$ cat config.mk
export PLATFORM = sky130hd
export DESIGN_NAME = usb_rx_word_assembler
export DESIGN_NICKNAME = d
export VERILOG_FILES = /design/src/rtl/usb_rx_word_assembler.sv
export SDC_FILE = /design/constraint.sdc
export NUM_CORES = 1
export LEC_CHECK = 0
export CORE_UTILIZATION = 45
export DETAILED_ROUTE_END_ITERATION = 16
export GPL_TIMING_DRIVEN = 0
export HOLD_SLACK_MARGIN = 0.06
export PLACE_DENSITY = 0.82
export SLEW_MARGIN = 10
export SYNTH_ARGS = -nofsm -noshare
export SYNTH_HDL_FRONTEND = slang
export SYNTH_SLANG_ARGS = --single-unit
$ cat constraint.sdc
create_clock -name clk -period 1.6 [get_ports clk]
set_clock_uncertainty 0.1 [all_clocks]
set_input_delay 0.32 -clock clk [delete_from_list [all_inputs] [get_ports clk]]
set_output_delay 0.32 -clock clk [all_outputs]
set_load 0.01 [all_outputs]
$ cat src/rtl/usb_rx_word_assembler.sv
// usb_rx_word_assembler: packs received USB bytes into 32-bit stock_data words
// (first byte in [31:24]). It pulses data_ready for one cycle per completed
// word and pulses frame_error for one cycle whenever a partial word is dropped.
// Optional feature macro: USB_ASM_TIMEOUT_EN. When it is defined, a partial
// word that sits idle for TIMEOUT_CYCLES cycles is dropped.
module usb_rx_word_assembler #(
  parameter int TIMEOUT_CYCLES = 1024,
  parameter int TIMEOUT_W      = 11
) (
  input  logic        clk,
  input  logic        n_rst,
  input  logic        new_packet,
  input  logic        byte_valid,
  input  logic [7:0]  data_in,
  output logic [31:0] stock_data,
  output logic        data_ready,
  output logic        frame_error
);

  typedef enum logic [1:0] {
    IDLE = 2'd0,
    B1   = 2'd1,
    B2   = 2'd2,
    B3   = 2'd3
  } state_t;

  state_t      state, state_nxt;
  logic [23:0] shift_p0, shift_nxt;
  logic        complete;
  logic        discard;

  // The idle counter must be able to hold TIMEOUT_CYCLES-1.
  if (TIMEOUT_CYCLES < 2 || (2 ** TIMEOUT_W) <= TIMEOUT_CYCLES) begin : g_bad_timeout_cfg
    $error("usb_rx_word_assembler: need TIMEOUT_CYCLES >= 2 and 2**TIMEOUT_W > TIMEOUT_CYCLES");
  end

`ifdef USB_ASM_TIMEOUT_EN
  localparam logic [TIMEOUT_W-1:0] TIMEOUT_LAST = TIMEOUT_W'(TIMEOUT_CYCLES - 1);

  logic [TIMEOUT_W-1:0] idle_cnt, idle_cnt_nxt;
  logic                 expired;

  assign expired = (state != IDLE) && (idle_cnt == TIMEOUT_LAST);
`endif

  // Next state: new_packet resynchronises first, then byte acceptance, then timeout.
  always_comb begin
    state_nxt = state;
    shift_nxt = shift_p0;
    complete  = 1'b0;
    discard   = 1'b0;
    if (new_packet) begin
      // A partial word is lost; a byte in the same cycle starts the new word.
      discard = (state != IDLE);
      if (byte_valid) begin
        state_nxt = B1;
        shift_nxt = {16'h0000, data_in};
      end else begin
        state_nxt = IDLE;
        shift_nxt = '0;
      end
    end else if (byte_valid) begin
      shift_nxt = {shift_p0[15:0], data_in};
      case (state)
        IDLE:    state_nxt = B1;
        B1:      state_nxt = B2;
        B2:      state_nxt = B3;
        default: begin
          state_nxt = IDLE;
          complete  = 1'b1;
        end
      endcase
`ifdef USB_ASM_TIMEOUT_EN
    end else if (expired) begin
      state_nxt = IDLE;
      shift_nxt = '0;
      discard   = 1'b1;
`endif
    end
  end

`ifdef USB_ASM_TIMEOUT_EN
  // Idle counter: restarts on any accepted byte or return to IDLE, counts while a word is partial.
  always_comb begin
    idle_cnt_nxt = idle_cnt;
    if (byte_valid || state_nxt == IDLE) begin
      idle_cnt_nxt = '0;
    end else if (state != IDLE) begin
      idle_cnt_nxt = idle_cnt + 1'b1;
    end
  end

  // Idle counter register.
  always_ff @(posedge clk or negedge n_rst) begin
    if (!n_rst) begin
      idle_cnt <= '0;
    end else begin
      idle_cnt <= idle_cnt_nxt;
    end
  end
`endif

  // State, shift register and registered output pulses.
  always_ff @(posedge clk or negedge n_rst) begin
    if (!n_rst) begin
      state       <= IDLE;
      shift_p0    <= '0;
      stock_data  <= '0;
      data_ready  <= 1'b0;
      frame_error <= 1'b0;
    end else begin
      state       <= state_nxt;
      shift_p0    <= shift_nxt;
      data_ready  <= complete;
      frame_error <= discard;
      if (complete) begin
        stock_data <= {shift_p0, data_in};
      end
    end
  end

endmodule

Yosys cells after proc, flatten, opt, wreduce, memory -nomap -nowiden
Cells that the tools add are included.
{"block": "totals", "ff_bits": 60, "latchBits": 0, "ramBits": 0, "mem_bits_ro": 0, "inputBits": 12, "out_inout_bits": 34, "wordCells": 22, "memories": 0}
{"block": "classes", "add_sub_neg": 0, "multipliers": 0, "n_div": 0, "n_lt_le_gt_ge": 0, "n_eq_ne": 2, "shifts": 0, "n_mux": 11, "bitwise": 0, "reduce_logical": 4}
{"cell": "$mux W24", "n": 2}
{"cell": "$mux W8", "n": 1}
{"cell": "$pmux W2 S3", "n": 1}
{"cell": "$mux W1", "n": 5}
{"cell": "$mux W2", "n": 2}
{"cell": "$reduce_bool A2 Y1", "n": 2}
{"cell": "$reduce_or A3 Y1", "n": 1}
{"cell": "$eq A2 B1 Y1 const B", "n": 1}
{"cell": "$eq A2 B2 Y1 const B", "n": 1}
{"cell": "$logic_not A2 Y1", "n": 1}

Logic depth before layout (Yosys ltp)
Gate-level depths: netlist of run 1.
{"block": "logic_depth", "ltp_word": 5, "depth_mapped": 4, "mapped_depth_nobuf": 4}

Worst setup path before layout of run 1
OpenSTA, ideal clock, no wires.
{"block": "synth_path", "path_kind": "register to register", "from": "register state[0]", "to": "register stock_data[0]", "setup_time_ps": 125, "arrival_ps": 1184, "required_time_ps": 1375, "path_slack_ps": 191, "stages_incl_launch_ff": 5, "path_buffers": 1, "synth_period_minus_slack_ps": 1409, "cell_sequence": "dfrtp_1 > ha_1 > nand3b_4 > buf_6 > mux2_4"}
{"block": "synth_via", "elab_chain_len": 5, "elab_cells_between_ends": 7, "cone_classes": "eq/ne (2); mux (3); reduce/logical (2)"}
{"item": "start, declared", "line": "27", "source": "state_t state, state_nxt;"}
{"item": "start signal, assigned", "line": "112", "source": "state <= state_nxt;"}
{"item": "$eq A2 B2 Y1 (tied with other cells)", "line": "64", "source": "case (state)"}
{"item": "$reduce_or A3 Y1 (no source line) *"}
{"item": "$mux W1 *", "line": "64"}
{"item": "$mux W1 *", "line": "62", "source": "end else if (byte_valid) begin"}
{"item": "$mux W1 *", "line": "52", "source": "if (new_packet) begin"}
{"item": "end signal, assigned", "line": "117", "source": "stock_data <= {shift_p0, data_in};"}
{"item": "end, declared", "line": "15", "source": "output logic [31:0] stock_data,"}
Every way passes the cells marked *; elsewhere a longest branch is shown, timed or not.
A chain may end at the register's enable or synchronous reset.

Worst setup path after layout of run 1
{"block": "layout_path", "from": "register state[0]", "to": "register stock_data[7]"}
The elaborated chain is that of the path after synthesis.

==> impl_metrics.csv, run 1 <==
group,metric,value,unit
outcome,status,"finished, final reports clean",
cts,cts_tree,"built",
sta,min_period_over_period,93.8,%
detailed_routing,viasPerCell,4.83,
cells_and_area,drive_gt1_share,24.1,%
min_path,holdPathStages,3,
logic_synthesis,synth_top_flop_cell,"dfrtp_1",
setup_path,required,1.72,ns
min_path,whs_endpoint,"shift_p0[4]",
logic_synthesis,synth-warning-count,0,
grt,grt_max_degree,61,
cts,clkSinkCount,60,
setup_path,end_kind,"flop",
floorplan,die-area,5810,sq um
setup_path,cp_slowest_cell,"dfrtp_1",
power_and_ir_drop,peakVddDrop,0.701,mV
grt,antenna_found_initial,0,
placement,dp_hpwl,2.91,mm
grt,grt_pass1_wl,7.56,mm
detailed_routing,post-route-drc-count,0,
placement,gp_congestion,0.710,
floorplan,coreArea,5200,sq um
detailed_routing,drtIter0Drc,104,
run,cap_violations,0,
sta,fin_tns_setup,0,ns
cts,clk_path_buf_depth,2,
grt,overflow,0,
sta,relSlewSlack,51.3,%
setup_path,path_class,"reg -> reg",
detailed_routing,wl_per_cell,15.0,um
floorplan,die_h,76.3,um
cells_and_area,n_antenna_cell,0,
sta,max_freq,666,MHz
cts,cts_htree_levels,3,
logic_synthesis,syn_avg_cell_area,14.7,sq um
placement,numPortBuffers,43,
floorplan,io_pins,46,
grt,grt_pass1_vias,1469,
detailed_routing,vias,1438,
power_and_ir_drop,powerDensity,1280,nW/um^2
logic_synthesis,synth_area_leaders,"dfrtp_1 61%, mux2_4 18%, mux2i_1 6.9%",
logic_synthesis,synthArstFlopShare,100,%
logic_synthesis,synth_largest_area_cell,"dfrtp_1",
sta,worstMarginPinSlew,0.730,ns
min_path,hold_path_class,"in -> reg",
logic_synthesis,synth-seq-area-share,60.5,%
cts,worstSkewPairLatency,0.34,ns
floorplan,die_w,76.3,um
floorplan,start_util,47.7,%
power_and_ir_drop,p_leak,1.75,nW
sta,hold_viol,0,
logic_synthesis,synth-edff-count,0,
setup_path,critPathArrivalTime,1.62,ns
detailed_routing,wl,4.47,mm
cts,cts.reportedPaths.clkPinSlew,0.06,ns
setup_path,worstReg2RegEnd,"stock_data[7]",
cells_and_area,utilization,60.5,%
min_path,hold_path_startpoint,"new_packet",
sta,maxSlewViolCount,0,
grt,grt.total_usage,17.4,%
logic_synthesis,synth_seq_cells,60,
setup_path,r2r_setup_slack,0.1,ns
sta,grt_setup_unrepaired,"no",
sta,fin_crit,1.50,ns
logic_synthesis,syn_nets,183,
sta,setup_viol,0,
cells_and_area,final_cells,298,
logic_synthesis,synth_cells,169,
logic_synthesis,syn_area,2480,sq um
logic_synthesis,synth_most_common_cell,"dfrtp_1",
detailed_routing,firstDrtPassIters,4,
cells_and_area,fillers,462,
cts,cts_made_buffers,9,
cells_and_area,syn2layout_area_growth,26.9,%
setup_path,max_stage_delay,0.40,ns
setup_path,worstPathMaxFanout,10,
logic_synthesis,synth_top_area_share,60.5,%
setup_path,timing.critical_path.cells,"ha_1 > nand3b_4 > buf_6 > mux2_4",
floorplan,rows,26,
cells_and_area,final_nets,238,
setup_path,r2r_start,"state[0]",
logic_synthesis,synth.distinct_cells,17,
setup_path,reg2reg_depth,4,
detailed_routing,final_antenna_net_count,0,
cts,cts_root_buffer,"clkbuf_8",
setup_path,start_kind,"flop",
logic_synthesis,synthTopCellsByCount,"60 x dfrtp_1, 29 x mux2_4, 17 x mux2i_1, 17 x nor2_1, 9 x nand2b_1",
placement,dp_cells,282,
==> final cells by class <==
type / count / area (sq um) / area share [%]
inverters: 3 / 11.3 / 0.358
plain buffers: 10 / 78.8 / 2.50
well taps: 70 / 87.6 / 2.78
clock buffers: 13 / 149 / 4.73
multi-input cells: 96 / 890 / 28.3
repair buffers: 44 / 395 / 12.6
clock inverters: 2 / 35.0 / 1.11
flip-flops and latches: 60 / 1500 / 47.7
==> how the worst max path moves through the flow <==
stage	cells after the start	slack (ns)	to	startpoint
final	4	0.1	stock_data[7]	state[0]
after global routing	4	0.05	stock_data[1]	state[0]
after CTS	4	0.08	stock_data[5]	state[0]
after detailed placement	4	0.08	stock_data[4]	state[0]
after global placement	1	-1.69	stock_data[6]	n_rst
after floorplan	4	0.19	stock_data[0]	state[0]
==> worst max-delay path: cells and delay by family (launching register included) <==
kind	cells	cell delay (ns)
DFF	1	0.40
muxes	1	0.31
adders and majority gates	1	0.24
buffers and inverters	1	0.21
and+or+nand+nor	1	0.13
==> metrics by stage <==
stage	cell area (sq um)	total power (W)	worst slack (ns)	hold slack (ns)
after global placement	3000	0.00290	-1.69	0.389
after CTS	3150	0.00409	0.0759	0.176
final	3150	0.00404	0.0987	0.188
after global routing	3150	0.00423	0.0512	0.204
after floorplan	2480	0.00239	0.191	-0.0756
after detailed placement	3000	0.00292	0.0798	0.328
==> cells in the final DEF (no fill, tap or decap), drive strengths merged <==
cell type / instances
inv: 3
nand3b: 1
nand2: 8
nor2: 17
nand2b: 9
o21ai: 8
clkdlybuf4s50: 8
dlygate4sd2: 34
mux2i: 17
clkinv: 1
buf: 10
xnor2: 1
dlygate4sd3: 1
mux2: 32
clkbuf: 14
bufinv: 1
ha: 2
nor2b: 1
dfrtp: 60
==> state kept, by name, summed over array words and instances, names as in the netlist <==
signal / flops
state: 2
frame_error: 1
stock_data: 32
shift_p0: 24
data_ready: 1
==> metal layers <==
layer | share of wire [%] | routed length [um] | GRT usage, %
met5 | 0 | 0 | 0
met1 | 47 | 2100 | 23.9
met3 | 4.2 | 188 | 4.19
met4 | 2.3 | 103 | 10.4
met2 | 46 | 2080 | 25.1
==> power by group <==
group | total [W] | switching [W] | internal, W
sequential | 0.00190 | 0.000146 | 0.00176
clock | 0.00130 | 0.000552 | 0.000753
combinational | 0.000837 | 0.000324 | 0.000513
total | 0.00404 | 0.00102 | 0.00302
==> repair_timing <==
item	in CTS	in global routing
endpoints found under the setup margin	34	0
hold buffers	1	0
buffers inserted	0	0
resized for setup	34	0
endpoints found under the hold margin	60	0
==> cells by family (layout without fill, tap and decap cells) <==
logic type | after synthesis | after routing | synth area share [%]
AOI/OAI and AO/OA | 8 | 8 | 1.61
xor gates and xnor gates | 1 | 1 | 0.353
adders and majority gates | 2 | 2 | 1.01
buffers and inverters | 13 | 72 | 3.63
DFF | 60 | 60 | 60.5
muxes | 49 | 49 | 25.8
and+or+nand+nor | 36 | 36 | 7.11
Power figures use the tool's default switching activity.
==> run 2: changes to the inputs <==
==> constraint.sdc (replaced) <==
create_clock -name clk -period 1.6 [get_ports clk]
set_clock_uncertainty 0.1 [all_clocks]
set_input_delay 0.32 -clock clk [delete_from_list [all_inputs] [get_ports clk]]
set_output_delay 0.32 -clock clk [all_outputs]
set_load 0.1 [all_outputs]
==> run 2 against run 1 <==
Effect of this change:
- cell count unchanged
- hold slack improved by 0.0046 ns
- flip-flop and latch count unchanged
- setup slack got worse by 0.065 ns
- utilization decreased by 2.4 points
- global-route usage decreased by 0.10 points
- via count decreased by 0.28%
- first-iteration DRC count decreased by 13%
==> impl_metrics.csv, run 2 (same netlist as run 1, synthesis figures left out) <==
group,metric,value,unit
outcome,status,"finished, final reports clean",
detailed_routing,vias,1434,
cells_and_area,fin_area,3020,sq um
floorplan,coreArea,5200,sq um
grt,grt_pass1_vias,1456,
detailed_routing,final_antenna_net_count,0,
grt,antenna_found_initial,0,
cells_and_area,top_regs,"stock_data: 32 flops, shift_p0: 24 flops, state: 2 flops",
cells_and_area,layout_common_cells,"60 x dfrtp_1, 36 x buf_2, 29 x mux2_4, 17 x mux2i_1, 17 x nor2_1",
power_and_ir_drop,p_leak,1.67,nW
power_and_ir_drop,total_power,0.00541,W
sta,finalWorstSetupSlack,0.0332,ns
cells_and_area,utilization,58.1,%
setup_path,end_kind,"primary output",
power_and_ir_drop,powerDensity,1790,nW/um^2
grt,grt_pass1_wl,7.50,mm
setup_path,crit_family,"buffers and inverters",
cts,cts_htree_levels,3,
detailed_routing,wl,4.52,mm
cts,cts.reportedPaths.clkPinSlew,0.06,ns
setup_path,worstPathMaxFanout,2,
sta,worstMarginPinSlew,0.750,ns
sta,fin_crit,1.57,ns
detailed_routing,post-route-drc-count,0,
placement,numPortBuffers,43,
setup_path,critPathArrivalTime,1.15,ns
sta,min_period_over_period,97.9,%
cts,cts_tree,"built",
cells_and_area,top_register,"stock_data",
placement,placed_cell_area,3000,sq um
detailed_routing,viasPerCell,4.81,
cells_and_area,drive_gt1_share,39.0,%
cells_and_area,final_common_cell,"dfrtp_1",
cts,worstSkewPairLatency,0.33,ns
cts,clk_path_buf_depth,2,
floorplan,io_pins,46,
cells_and_area,final_nets,238,
sta,hold_viol,0,
floorplan,die-area,5810,sq um
placement,dp_hpwl,2.91,mm
sta,maxSlewViolCount,0,
setup_path,timing.critical_path.cells,"buf_2",
cells_and_area,syn2layout_area_growth,21.8,%
floorplan,die_h,76.3,um
sta,grt_setup_unrepaired,"no",
placement,gp_congestion,0.710,
detailed_routing,firstDrtPassIters,4,
setup_path,start_kind,"flop",
floorplan,rows,26,
run,cap_violations,0,
setup_path,max_stage_delay,0.44,ns
cts,cts_root_buffer,"clkbuf_8",
min_path,hold_path_class,"in -> reg",
floorplan,die_w,76.3,um
grt,grt.total_usage,17.3,%
detailed_routing,wl_per_cell,15.2,um
sta,relSlewSlack,50.0,%
sta,setup_viol,0,
placement,dp_slack,-0.315,ns
setup_path,required,1.18,ns
cts,clkSinkCount,60,
detailed_routing,drtIter0Drc,90,
setup_path,cp_slowest_cell,"buf_2",
power_and_ir_drop,peakVddDrop,1.36,mV
cts,cts_setup_buffers,0,
setup_path,path_class,"reg -> out",
grt,grt_max_degree,61,
setup_path,crit_buf_inv,1,
cells_and_area,largest_reg_flops,32,
cells_and_area,n_antenna_cell,0,
cts,cts_made_buffers,9,
grt,overflow,0,
floorplan,start_util,47.7,%
sta,max_freq,638,MHz
-- run 2: cell types whose count changed in the layout (fill, tap and decap cells not counted) --
cell	change
dlygate4sd2_1	-34
clkbuf_4	+1
buf_2	+33
-- run 2: where the power goes --
group | internal [W] | leakage (nW) | switching [W] | total (W)
Combinational | 0.000463 | 0.783 | 0.00174 | 0.00220
Clock | 0.000753 | 0.0935 | 0.000549 | 0.00130
Sequential | 0.00176 | 0.798 | 0.000148 | 0.00190
Total | 0.00297 | 1.67 | 0.00243 | 0.00541
-- run 2: worst paths after layout --
check | startpoint | endpoint | slack (ns) | depth (start not counted)
worst min register to register | shift_p0[21] | stock_data[29] | 0.41 | 1
worst min-delay path | new_packet | shift_p0[4] | 0.19 | 3
min in group asynchronous | n_rst | stock_data[23] | 0.49 | 2
worst max register to register | state[0] | stock_data[7] | 0.10 | 4
max in group asynchronous | n_rst | stock_data[1] | 0.39 | 2
worst max-delay path | stock_data[14] | stock_data[14] | 0.03 | 1
-- run 2: per-stage QoR --
stage / hold slack (ns) / std cells / setup TNS, ns
2_1_floorplan: -0.0756 / 169 / 0
3_3_place_gp: 0.389 / 282 / -111.01
3_5_place_dp: 0.328 / 282 / -9.64
4_1_cts: 0.176 / 298 / 0
5_1_grt: 0.204 / 298 / 0
6_report: 0.192 / 298 / 0
-- run 2: area by class of cell --
class	instances	area [sq um]
Buffer	10	78.8
Tap cell	70	87.6
Sequential cell	60	1500
Clock buffer	13	149
Timing Repair Buffer	44	270
Clock inverter	2	35.0
Fill cell	458	2180
Multi-Input combinational cell	96	890
Inverter	3	11.3
-- run 2: timing repair --
action	in CTS	in global routing
pin swaps	0	0
hold buffers	1	0
endpoints found under the hold margin	60	0
endpoints found under the setup margin	34	1
resized for setup	170	1
-- run 2: metal layers --
layer | routed length (um) | vias up | track usage (%)
li1 | - | 670 | -
met5 | 0 | - | 0
met3 | 173 | 8 | 4.19
met1 | 2200 | 719 | 23.8
met4 | 92 | 0 | 10.4
met2 | 2060 | 37 | 24.9
==> run 3: changes to the inputs <==
--- a/config.mk
+++ b/config.mk
@@ -9,6 +9,7 @@
 export DETAILED_ROUTE_END_ITERATION = 16
 export GPL_TIMING_DRIVEN = 0
 export HOLD_SLACK_MARGIN = 0.06
+export MAX_ROUTING_LAYER = met4
 export PLACE_DENSITY = 0.82
 export SLEW_MARGIN = 10
 export SYNTH_ARGS = -nofsm -noshare
==> run 3 against run 2 <==
Effect of this change:
- highest routed layer unchanged
- register-to-register slack is essentially flat
- largest power group unchanged
- sequential share of layout area unchanged
- critical path type unchanged
- critical path depth unchanged
- clock power about the same
- cell count is the same
==> impl_metrics.csv, run 3 (same netlist as run 1, synthesis figures left out) <==
group,metric,value,unit
detailed_routing,vias,1434,
power_and_ir_drop,pwr-share-seq,35.2,%
run,cap_violations,0,
setup_path,worstPathMaxFanout,2,
cts,worstSkewPairLatency,0.34,ns
cts,cts_htree_levels,3,
grt,grtUsageMet2,24.9,%
cells_and_area,seq_area,1500,sq um
power_and_ir_drop,total_power,0.00541,W
power_and_ir_drop,p_int,0.00297,W
sta,worstMarginPinSlew,0.748,ns
cells_and_area,utilization,58.1,%
detailed_routing,wl_per_cell,15.1,um
cells_and_area,fillers,458,
detailed_routing,viasPerCell,4.81,
cells_and_area,n_antenna_cell,0,
floorplan,die_h,76.3,um
grt,grt_pass1_wl,7.51,mm
power_and_ir_drop,powerDensity,1790,nW/um^2
setup_path,start_kind,"flop",
floorplan,die_w,76.3,um
detailed_routing,drtIter0Drc,87,
placement,dp_cells,282,
power_and_ir_drop,peakVddDrop,1.36,mV
cells_and_area,multi_input_area,890,sq um
setup_path,critPathArrivalTime,1.15,ns
setup_path,crit_family,"buffers and inverters",
detailed_routing,wl,4.49,mm
power_and_ir_drop,clockPowerShare,24.1,%
power_and_ir_drop,pwr-share-comb,40.7,%
sta,min_period_over_period,98.4,%
detailed_routing,final_antenna_net_count,0,
cells_and_area,top_regs,"stock_data: 32 flops, shift_p0: 24 flops, state: 2 flops",
grt,grt_max_degree,61,
placement,gp_congestion,0.718,
cells_and_area,syn2layout_area_growth,21.8,%
sta,maxSlewViolCount,0,
sta,max_freq,635,MHz
sta,relSlewSlack,50.2,%
sta,whs,0.188,ns
cells_and_area,final_nets,238,
grt,overflow,0,
cts,cts_root_buffer,"clkbuf_8",
floorplan,die-area,5810,sq um
cells_and_area,top_register,"stock_data",
cells_and_area,layout_common_cells,"60 x dfrtp_1, 36 x buf_2, 29 x mux2_4, 17 x mux2i_1, 17 x nor2_1",
setup_path,max_stage_delay,0.44,ns
grt,gr-max-usage-layer,"met2",
power_and_ir_drop,swShare,45.1,%
sta,setup_viol,0,
setup_path,path_class,"reg -> out",
setup_path,crit_buf_inv,1,
setup_path,end_kind,"primary output",
cells_and_area,largest_reg_flops,32,
grt,grt_pass1_vias,1453,
min_path,hold_path_class,"in -> reg",
grt,grt.total_usage,17.9,%
floorplan,start_util,47.7,%
cts,clk_path_buf_depth,2,
grt,grt_use_met1,23.9,%
detailed_routing,firstDrtPassIters,4,
power_and_ir_drop,power.switching,0.00244,W
cts,cts.reportedPaths.clkPinSlew,0.07,ns
setup_path,required,1.18,ns
sta,hold_viol,0,
power_and_ir_drop,p_leak,1.67,nW
cells_and_area,final_common_cell,"dfrtp_1",
grt,antenna_found_initial,0,
cts,cts_tree,"built",
grt,met3_usage,4.19,%
outcome,status,"finished, final reports clean",
setup_path,timing.critical_path.cells,"buf_2",
floorplan,rows,26,
sta,grt_setup_unrepaired,"no",
cts,cts_made_buffers,9,
placement,dp_hpwl,2.91,mm
detailed_routing,post-route-drc-count,0,
cells_and_area,final_cells,298,
placement,numPortBuffers,43,
cells_and_area,drive_gt1_share,39.0,%
floorplan,coreArea,5200,sq um
cts,clkSinkCount,60,
setup_path,r2r_setup_slack,0.10,ns
floorplan,io_pins,46,
cts,cts_setup_buffers,0,
setup_path,cp_slowest_cell,"buf_2",
sta,fin_crit,1.57,ns
[run 3: cell counts in the layout (fill, tap and decap cells not counted)]
No cell type changed its count.
[run 3: power groups by stage]
stage	logic [W]	registers, W	clock network [W]
2_1_floorplan	0.000398	0.00338	0
3_3_place_gp	0.00238	0.00193	0
3_5_place_dp	0.00239	0.00193	0
4_1_cts	0.00221	0.00190	0.00133
5_1_grt	0.00226	0.00193	0.00139
6_report	0.00220	0.00190	0.00130
[run 3: layer usage]
layer  up-vias  wire (um)
met2        46       2060
met3         8        194
li1        672          -
met4         0        103
met1       708       2130
met5         -          0
[run 3: metrics by stage]
stage	area (sq um)	TNS [ns]	setup slack (ns)
final	3020	0	0.0259
after global routing	3020	0	0.00432
after CTS	3020	0	0.00165
after detailed placement	3000	-9.64	-0.315
after global placement	3000	-111.01	-1.69
after floorplan	2480	0	0.191
[run 3: path summary, 6_finish.rpt]
| path | cells after the start | endpoint | startpoint |
|---|---|---|---|
| setup / recovery | 1 | stock_data[13] | stock_data[13] |
| hold / removal | 3 | shift_p0[4] | new_packet |
| setup reg to reg | 4 | stock_data[7] | state[0] |
| hold reg to reg | 1 | stock_data[29] | shift_p0[21] |
| max in group asynchronous | 2 | stock_data[1] | n_rst |
| min in group asynchronous | 2 | stock_data[25] | n_rst |
[run 3: worst register-to-register path: stages (launching register included)]
cell and delay (ns):
dfrtp_1 0.40, ha_1 0.24, nand3b_4 0.13, buf_6 0.21, mux2_4 0.31
[run 3: final cells by class]
cell class	count	share of cell area, %
Sequential cell	60	49.7
Multi-Input combinational cell	96	29.4
Timing Repair Buffer	44	8.94
Clock buffer	13	4.93
Tap cell	70	2.90
Buffer	10	2.61
Clock inverter	2	1.16
Inverter	3	0.373
[run 3: what timing repair did]
item | 4_1_cts | 5_1_grt
endpoints found under the hold margin | 60 | 0
gates resized for setup | 170 | 1
hold buffers | 1 | 0
endpoints found under the setup margin | 34 | 1
